**config.mk**
```make
export PLATFORM = sky130hd
export DESIGN_NAME = demux4_buf_flat
export DESIGN_NICKNAME = d
export VERILOG_FILES = /design/src/rtl/demux4_buf_if.sv /design/src/rtl/demux4_buf.sv /design/src/flat_wrapper.sv
export SDC_FILE = /design/constraint.sdc
export NUM_CORES = 1
export LEC_CHECK = 0
export CAP_MARGIN = 5
export CORE_ASPECT_RATIO = 1.1
export CORE_MARGIN = 4
export CORE_UTILIZATION = 45
export DETAILED_ROUTE_END_ITERATION = 6
export PLACE_DENSITY = 0.78
export SLEW_MARGIN = 20
export SYNTH_ARGS = -nofsm -noshare
export SYNTH_HDL_FRONTEND = slang
export SYNTH_SLANG_ARGS = --single-unit
```
**constraint.sdc**
```tcl
create_clock -name rclk -period 1.9 [get_ports rclk]
set_input_delay 0.38 -clock rclk [delete_from_list [all_inputs] [get_ports rclk]]
set_output_delay 0.38 -clock rclk [all_outputs]
set_load 0.01 [all_outputs]
```
**src/rtl/demux4_buf_if.sv**
```systemverilog
// Handshake bundle for the 1-to-4 distributor: one input stream and four buffered output channels.
interface demux4_buf_if #(
    parameter int WIDTH = 16
);
    logic [WIDTH-1:0] in_data;
    logic [1:0]       in_sel;
    logic             in_vld;
    logic             in_rdy;
    logic [WIDTH-1:0] out_a;
    logic [WIDTH-1:0] out_b;
    logic [WIDTH-1:0] out_c;
    logic [WIDTH-1:0] out_d;
    logic [3:0]       out_vld;
    logic [3:0]       out_rdy;
    logic             busy;
    logic [7:0]       acc_cnt;

    modport master (
        output in_data, in_sel, in_vld, out_rdy,
        input  in_rdy, out_a, out_b, out_c, out_d, out_vld, busy, acc_cnt
    );

    modport slave (
        input  in_data, in_sel, in_vld, out_rdy,
        output in_rdy, out_a, out_b, out_c, out_d, out_vld, busy, acc_cnt
    );
endinterface

```
**src/rtl/demux4_buf.sv**
```systemverilog
// Registered 1-to-4 word distributor: each accepted word is steered by in_sel into a
// one-entry per-channel buffer that holds it until that channel's consumer takes it.
module demux4_buf #(
    parameter int WIDTH = 16
) (
    input logic          rclk,
    input logic          arst_l,
    demux4_buf_if.slave  bus
);
    logic [3:0][WIDTH-1:0] slot_q, slot_d;
    logic [3:0]            vld_q, vld_d;
    logic [7:0]            cnt_q, cnt_d;
    logic                  in_rdy;
    logic                  accept;

    // Readiness looks only at the addressed slot, so a full neighbour never stalls the input.
    always_comb begin
        in_rdy = ~vld_q[bus.in_sel] | bus.out_rdy[bus.in_sel];
        accept = bus.in_vld & in_rdy;
        slot_d = slot_q;
        vld_d  = vld_q & ~bus.out_rdy;
        cnt_d  = cnt_q;
        if (accept) begin
            slot_d[bus.in_sel] = bus.in_data;
            vld_d[bus.in_sel]  = 1'b1;
            cnt_d              = cnt_q + 8'd1;
        end
    end

    always_ff @(posedge rclk or negedge arst_l) begin
        if (!arst_l) begin
            slot_q <= '0;
            vld_q  <= '0;
            cnt_q  <= '0;
        end else begin
            slot_q <= slot_d;
            vld_q  <= vld_d;
            cnt_q  <= cnt_d;
        end
    end

    assign bus.in_rdy  = in_rdy;
    assign bus.out_a   = slot_q[0];
    assign bus.out_b   = slot_q[1];
    assign bus.out_c   = slot_q[2];
    assign bus.out_d   = slot_q[3];
    assign bus.out_vld = vld_q;
    assign bus.busy    = |vld_q;
    assign bus.acc_cnt = cnt_q;
endmodule

```
**src/flat_wrapper.sv**
```systemverilog
// flat-port wrapper written by rule: the top's interface ports become plain ports
module demux4_buf_flat 
#(
    parameter int WIDTH = 16
)
  (rclk, arst_l, bus_in_data, bus_in_sel, bus_in_vld, bus_out_rdy, bus_in_rdy, bus_out_a, bus_out_b, bus_out_c, bus_out_d, bus_out_vld, bus_busy, bus_acc_cnt);
  demux4_buf_if #(.WIDTH(WIDTH)) bus_i ();
  input logic rclk;
  input logic arst_l;
  input wire logic [$bits(bus_i.in_data)-1:0] bus_in_data;
  input wire logic [$bits(bus_i.in_sel)-1:0] bus_in_sel;
  input wire logic [$bits(bus_i.in_vld)-1:0] bus_in_vld;
  input wire logic [$bits(bus_i.out_rdy)-1:0] bus_out_rdy;
  output wire logic [$bits(bus_i.in_rdy)-1:0] bus_in_rdy;
  output wire logic [$bits(bus_i.out_a)-1:0] bus_out_a;
  output wire logic [$bits(bus_i.out_b)-1:0] bus_out_b;
  output wire logic [$bits(bus_i.out_c)-1:0] bus_out_c;
  output wire logic [$bits(bus_i.out_d)-1:0] bus_out_d;
  output wire logic [$bits(bus_i.out_vld)-1:0] bus_out_vld;
  output wire logic [$bits(bus_i.busy)-1:0] bus_busy;
  output wire logic [$bits(bus_i.acc_cnt)-1:0] bus_acc_cnt;
  assign bus_i.in_data = bus_in_data;
  assign bus_i.in_sel = bus_in_sel;
  assign bus_i.in_vld = bus_in_vld;
  assign bus_i.out_rdy = bus_out_rdy;
  assign bus_in_rdy = bus_i.in_rdy;
  assign bus_out_a = bus_i.out_a;
  assign bus_out_b = bus_i.out_b;
  assign bus_out_c = bus_i.out_c;
  assign bus_out_d = bus_i.out_d;
  assign bus_out_vld = bus_i.out_vld;
  assign bus_busy = bus_i.busy;
  assign bus_acc_cnt = bus_i.acc_cnt;
  demux4_buf #(.WIDTH(WIDTH)) u_core (.rclk(rclk), .arst_l(arst_l), .bus(bus_i));
endmodule
```
* Word level (Yosys, flattened, before mapping)
Cells that the tools add are included.
** Operators by class
- $add $sub $neg :: 1
- Multipliers :: 0
- Divide/modulo/power cells :: 0
- $lt $le $gt $ge :: 2
- Equal/unequal tests :: 0
- Shift operators :: 0
- Multiplexer cells :: 10
- Bitwise operators :: 6
- Reductions and logical operators :: 2
** Operators with widths (count)
- $bwmux W64 :: 1
- $demux W16 S2 :: 1
- $mux W16 :: 1
- $add A8 B1 Y8 const B :: 1
- $and A4 B4 Y4 :: 1
- $bmux W1 S2 :: 2
- $mux W4 :: 1
- $not A4 Y4 :: 1
- $or A4 B4 Y4 :: 1
- $reduce_or A4 Y1 :: 1
- $lt A2 B3 Y1 const B :: 1
- $mux W1 :: 3
- $demux W1 S2 :: 1
- $ge A2 B1 Y1 const B :: 1
- $and A1 B1 Y1 :: 1
- $logic_and A1 B1 Y1 :: 1
- $not A1 Y1 :: 1
- $or A1 B1 Y1 :: 1
** Word-level totals
- Bits in registers :: 76
- Latch bits :: 0
- RAM bits :: 0
- ROM bits :: 0
- Input port bits :: 25
- Output and inout bits :: 78
- Memories :: 0

* Logic depth before layout (Yosys ltp)
Gate-level depths: netlist (run 1).
- Depth in word-level cells :: 6
- Gate-level depth with buffers :: 6

* Least setup slack after synthesis (run 1)
Ideal clock, no wire load.
- Path type :: input-to-reg
- Start point :: in bus_out_rdy[3]
- End point :: reg u_core.cnt_q[1], in the netlist u_core.bus.acc_cnt[1]
- Arrival time :: 1.520 ns
- Required time :: 1.772 ns
- Setup slack :: 0.253 ns
- Stages on the path :: 4
- Path buffers :: 0
- Cells stage by stage :: nand2b_1 -> mux4_2 -> nand2_2 -> mux2_1
** On the way
- Cells in the longest elaborated chain, start to end :: 4
** RTL lines
- start: declaration :: RTL line flat_wrapper.sv:13 : input wire logic [$bits(bus_i.out_rdy)-1:0] bus_out_rdy;
- $bmux W1 S2 :: RTL line demux4_buf.sv:18 : in_rdy = ~vld_q[bus.in_sel] | bus.out_rdy[bus.in_sel];
- $mux W1 (implied by the code) :: RTL line demux4_buf.sv:18
- $or A1 B1 Y1 :: RTL line demux4_buf.sv:18
- via bus_in_rdy :: RTL line flat_wrapper.sv:14 : output wire logic [$bits(bus_i.in_rdy)-1:0] bus_in_rdy;
- $and A1 B1 Y1 :: RTL line demux4_buf.sv:19 : accept = bus.in_vld & in_rdy;
- end signal: assignment :: RTL line demux4_buf.sv:38 : cnt_q <= cnt_d;
- end: declaration :: RTL line demux4_buf.sv:12 : logic [7:0] cnt_q, cnt_d;
The timed path passes the listed nets, and every way through them passes these cells. The select of a mux whose other input is x is not followed.
A chain may end at the register's enable or synchronous reset.

* Worst setup path after layout (run 1)
- Start point :: reg u_core.vld_q[1], in the netlist u_core.bus.out_vld[1]
- End point :: out bus_in_rdy
** On the way
- Cells in the longest elaborated chain, start to end :: 4
** RTL lines
- start: declaration :: RTL line demux4_buf.sv:11 : logic [3:0] vld_q, vld_d;
- start signal: assignment :: RTL line demux4_buf.sv:37 : vld_q <= vld_d;
- $bmux W1 S2 :: RTL line demux4_buf.sv:18
- $mux W1 (implied by the code) :: RTL line demux4_buf.sv:18
- $not A1 Y1 :: RTL line demux4_buf.sv:18
- $or A1 B1 Y1 :: RTL line demux4_buf.sv:18
- end: declaration :: RTL line flat_wrapper.sv:14
No other way between the ends. The select of a mux whose other input is x is not followed.

==> results.md, run 1 <==
- P_int: 3.64 mW
- Skew-Pair Late Insertion Delay: 330 ps
- Sequential cell area fraction in the yosys report: 0.612
- Initial antenna violation count: 0
- Ranking of synthesized cells by area: dfrtp_1 61%, mux2_2 16%, mux2_4 9.7%
- NumNets Final: 340
- Sw frac: 0.275
- GRT Residual Overflow: 0
- Asr flop ratio synth: 1.00
- Total of max-cap violations: 0
- First drt pass iteration count: 3
- Comb power frac: 0.323
- FF-to-FF path depth: 7
- #FFs+latches synth: 76
- Ant diodes: 0
- Post-DR vias/cell: 4.93
- Vias in the first global route: 2139
- Share of cells above drive strength 1: 0.367
- Fin cells: 401
- Status: finished clean
- Die ar.: 0.00830 mm2
- Yosys top cell by area: dfrtp_1
- Post-Syn Nets: 213
- RSZ-0062 raised after global routing: true
- Placed insts: 380
- Setup CP Type: register to output pin
- Largest net degree at the start of global routing: 46
- Crit path launch type: register
- # IOs: 103
- Yosys warnings: 0
- Hold path depth: 1
- Most frequent cell after synthesis: dfrtp_1
- DRT Wirelength: 6.90 mm
- Per-cell routed wire length: 17.2 um
- Primary FF master, synth: dfrtp_1
- Bufs on Longest Clock Path: 2
- Met3 Wirelength: 395 um
- Synth-to-Final Area Change: 47.3%
- Hold slack: 491 ps
- Final HPWL DP: 4.93 mm
- Critical-path cell list: buf_4 > nand2b_4 > mux4_2 > buf_6
- First-pass GRT wire length: 11.1 mm
- Leakage Power: 2.00 nW
- M1 WL: 2.83 mm
- Num CTS Buffers: 9
- Initial Util: 0.469
- Wire length on met2: 3.64 mm
- Final Hold Fails: 0
- Slew HR: 0.726
- Total Power: 5.02 mW
- Die Ht: 95.2 um
- CTS tree: yes
- Worst Max-Slew Pin Slew: 411 ps
- # rows: 31
- Highest clock rate: 538 MHz
- Setup violators final: 0
- Slew Limit Fails: 0
- CP Data Required Time: 1520 ps
- NetSw: 1.38 mW
- Number of flops mapped to enable cells by yosys: 0
- Routed Antenna Nets: 0
- Crit-path max cell delay: 470 ps
- CTS H-Tree Depth: 3
- Layout Skew: 11.5 ps
- Top-area cell type share of the netlist area: 0.612
- CP endpoint kind: output pin
- DRC Markers: 0
- Total number of vias: 1978
- Distinct cells, synth: 26
- 1st-iter DRT viols: 59
- Tcrit/Tclk final: 0.979
- CTS sink count: 76
- CORE AREA: 0.00663 mm2
- Die width: 87.2 um
- Tot GR Track Use: 0.174
- Clock transition at path regs: 80 ps
- Max stage delay cell, worst path: mux4_2
- Most frequent cells after synthesis: 76 x dfrtp_1, 44 x mux2_2, 20 x mux2_4, 7 x xnor2_1
- Uppermost layer routed: met4
- Type of the worst min-delay path: register to register
- IO buf count: 102
- Synth Area per Inst: 16.6 um2
- Clock power frac: 0.235
- VDD IR max: 0.000601 V
- CP max FO: 2
- Post-Syn Area: 0.00311 mm2
- Post-Synthesis Cells: 187
- GP Congestion: 0.770
- Min cycle time layout: 1860 ps
- Critical path arrival: 1480 ps
- Reg power frac: 0.442
- CTS Root Cell: clkbuf_8
- Pwr Density: 1100 mW/mm2
through the flow:
| stage | instance area [um2] | utilization | setup WS, ps | setup TNS (ps) |
|---|---|---|---|---|
| after global placement | 4330 | 0.653 | -381 | -6300 |
| final | 4580 | 0.690 | 39.6 | 0 |
| after detailed placement | 4330 | 0.653 | -410 | -7220 |
| after CTS | 4570 | 0.689 | 14.9 | 0 |
| after floorplan | 3110 | - | 253 | 0 |
| after global routing | 4580 | 0.690 | -9.61 | -9.61 |
state kept, by name, summed over array words and instances (netlist names):
signal / flops
u_core.bus.acc_cnt: 8
u_core.bus.out_a: 16
u_core.bus.out_b: 16
u_core.bus.out_c: 16
u_core.bus.out_d: 16
u_core.bus.out_vld: 4
critical path, delay by kind of cell (launching register included):
family	cells	cell delay, ps
and+or+nand+nor	1	50
buffers and inverters	2	270
muxes	1	470
DFF	1	360
path summary, 6_finish.rpt:
check,start,slack [ps],endpoint
worst max-delay path,u_core.bus.out_vld[1],40,bus_in_rdy
worst min-delay path,u_core.bus.acc_cnt[7],490,u_core.bus.acc_cnt[7]
worst max register to register,u_core.bus.out_vld[2],200,u_core.bus.out_c[13]
worst min register to register,u_core.bus.acc_cnt[7],490,u_core.bus.acc_cnt[7]
max in group asynchronous,arst_l,790,u_core.bus.acc_cnt[0]
min in group asynchronous,arst_l,520,u_core.bus.out_d[5]
metal layers:
| layer | vias up | track usage |
|---|---|---|
| li1 | 908 | - |
| met1 | 1017 | 0.215 |
| met2 | 51 | 0.295 |
| met3 | 2 | 0.0484 |
| met4 | 0 | 0.0537 |
| met5 | - | 0 |
final cells by class:
class                           count  area, um2
Clock buffer                       10        128
Clock inverter                      6       65.1
Fill cell                         482       2060
Inverter                            1       3.75
Multi-Input combinational cell    103       1140
Sequential cell                    76       1900
Tap cell                           82        103
Timing Repair Buffer              123       1230
cells in the final DEF (no fill, tap or decap):
master,n
buf_6,2
bufinv_16,1
buf_12,5
inv_1,1
dfrtp_1,76
mux4_2,1
nand2b_4,4
dlygate4sd2_1,5
or4_1,1
nand2_2,2
mux2_1,1
nand3b_4,1
clkdlybuf4s50_1,94
o21ai_0,1
mux2_4,20
clkbuf_2,1
buf_4,15
dlygate4sd3_1,1
nand3_1,5
clkbuf_8,9
mux2_2,44
xnor2_1,7
nor3b_4,1
and3_1,3
clkinv_4,2
clkinv_2,2
clkinvlp_4,1
clkbuf_1,1
and4_2,2
and3_4,1
and2b_4,1
nand2_1,5
ha_1,1
and3_2,2
kinds of logic (layout without fill, tap and decap cells):
logic type | Yosys count | after routing | share of synthesized area
buffers and inverters | 8 | 140 | 0.0282
DFF | 76 | 76 | 0.612
xor gates and xnor gates | 7 | 7 | 0.0197
and+or+nand+nor | 28 | 28 | 0.0676
adders and majority gates | 1 | 1 | 0.00403
AOI/OAI and AO/OA | 1 | 1 | 0.00161
muxes | 66 | 66 | 0.267
what timing repair did:
action / CTS / global route
hold endpoints to repair: 31 / 0
hold buffers: 1 / 0
gates resized for setup: 15 / 2
setup endpoints to repair: 2 / 2
cloned: 0 / 0
buffers inserted: 3 / 1
power by group through the flow:
| stage | Combinational, mW | Sequential (mW) | Clock, mW |
|---|---|---|---|
| after global placement | 1.60 | 2.23 | 0 |
| after floorplan | 0.491 | 2.39 | 0 |
| after CTS | 1.65 | 2.22 | 1.22 |
| after detailed placement | 1.63 | 2.25 | 0 |
| final | 1.62 | 2.22 | 1.18 |
| after global routing | 1.73 | 2.27 | 1.29 |
Power figures use the tool's default switching activity.
==> run 2, diff against run 1 <==
--- a/config.mk
+++ b/config.mk
@@ -9,6 +9,7 @@
 export CORE_ASPECT_RATIO = 1.1
 export CORE_MARGIN = 4
 export CORE_UTILIZATION = 45
+export CTS_CLUSTER_SIZE = 16
 export DETAILED_ROUTE_END_ITERATION = 6
 export PLACE_DENSITY = 0.78
 export SLEW_MARGIN = 20
==> results of run 2 <==
The final DEF is identical to that of run 1; final timing and power are the same.
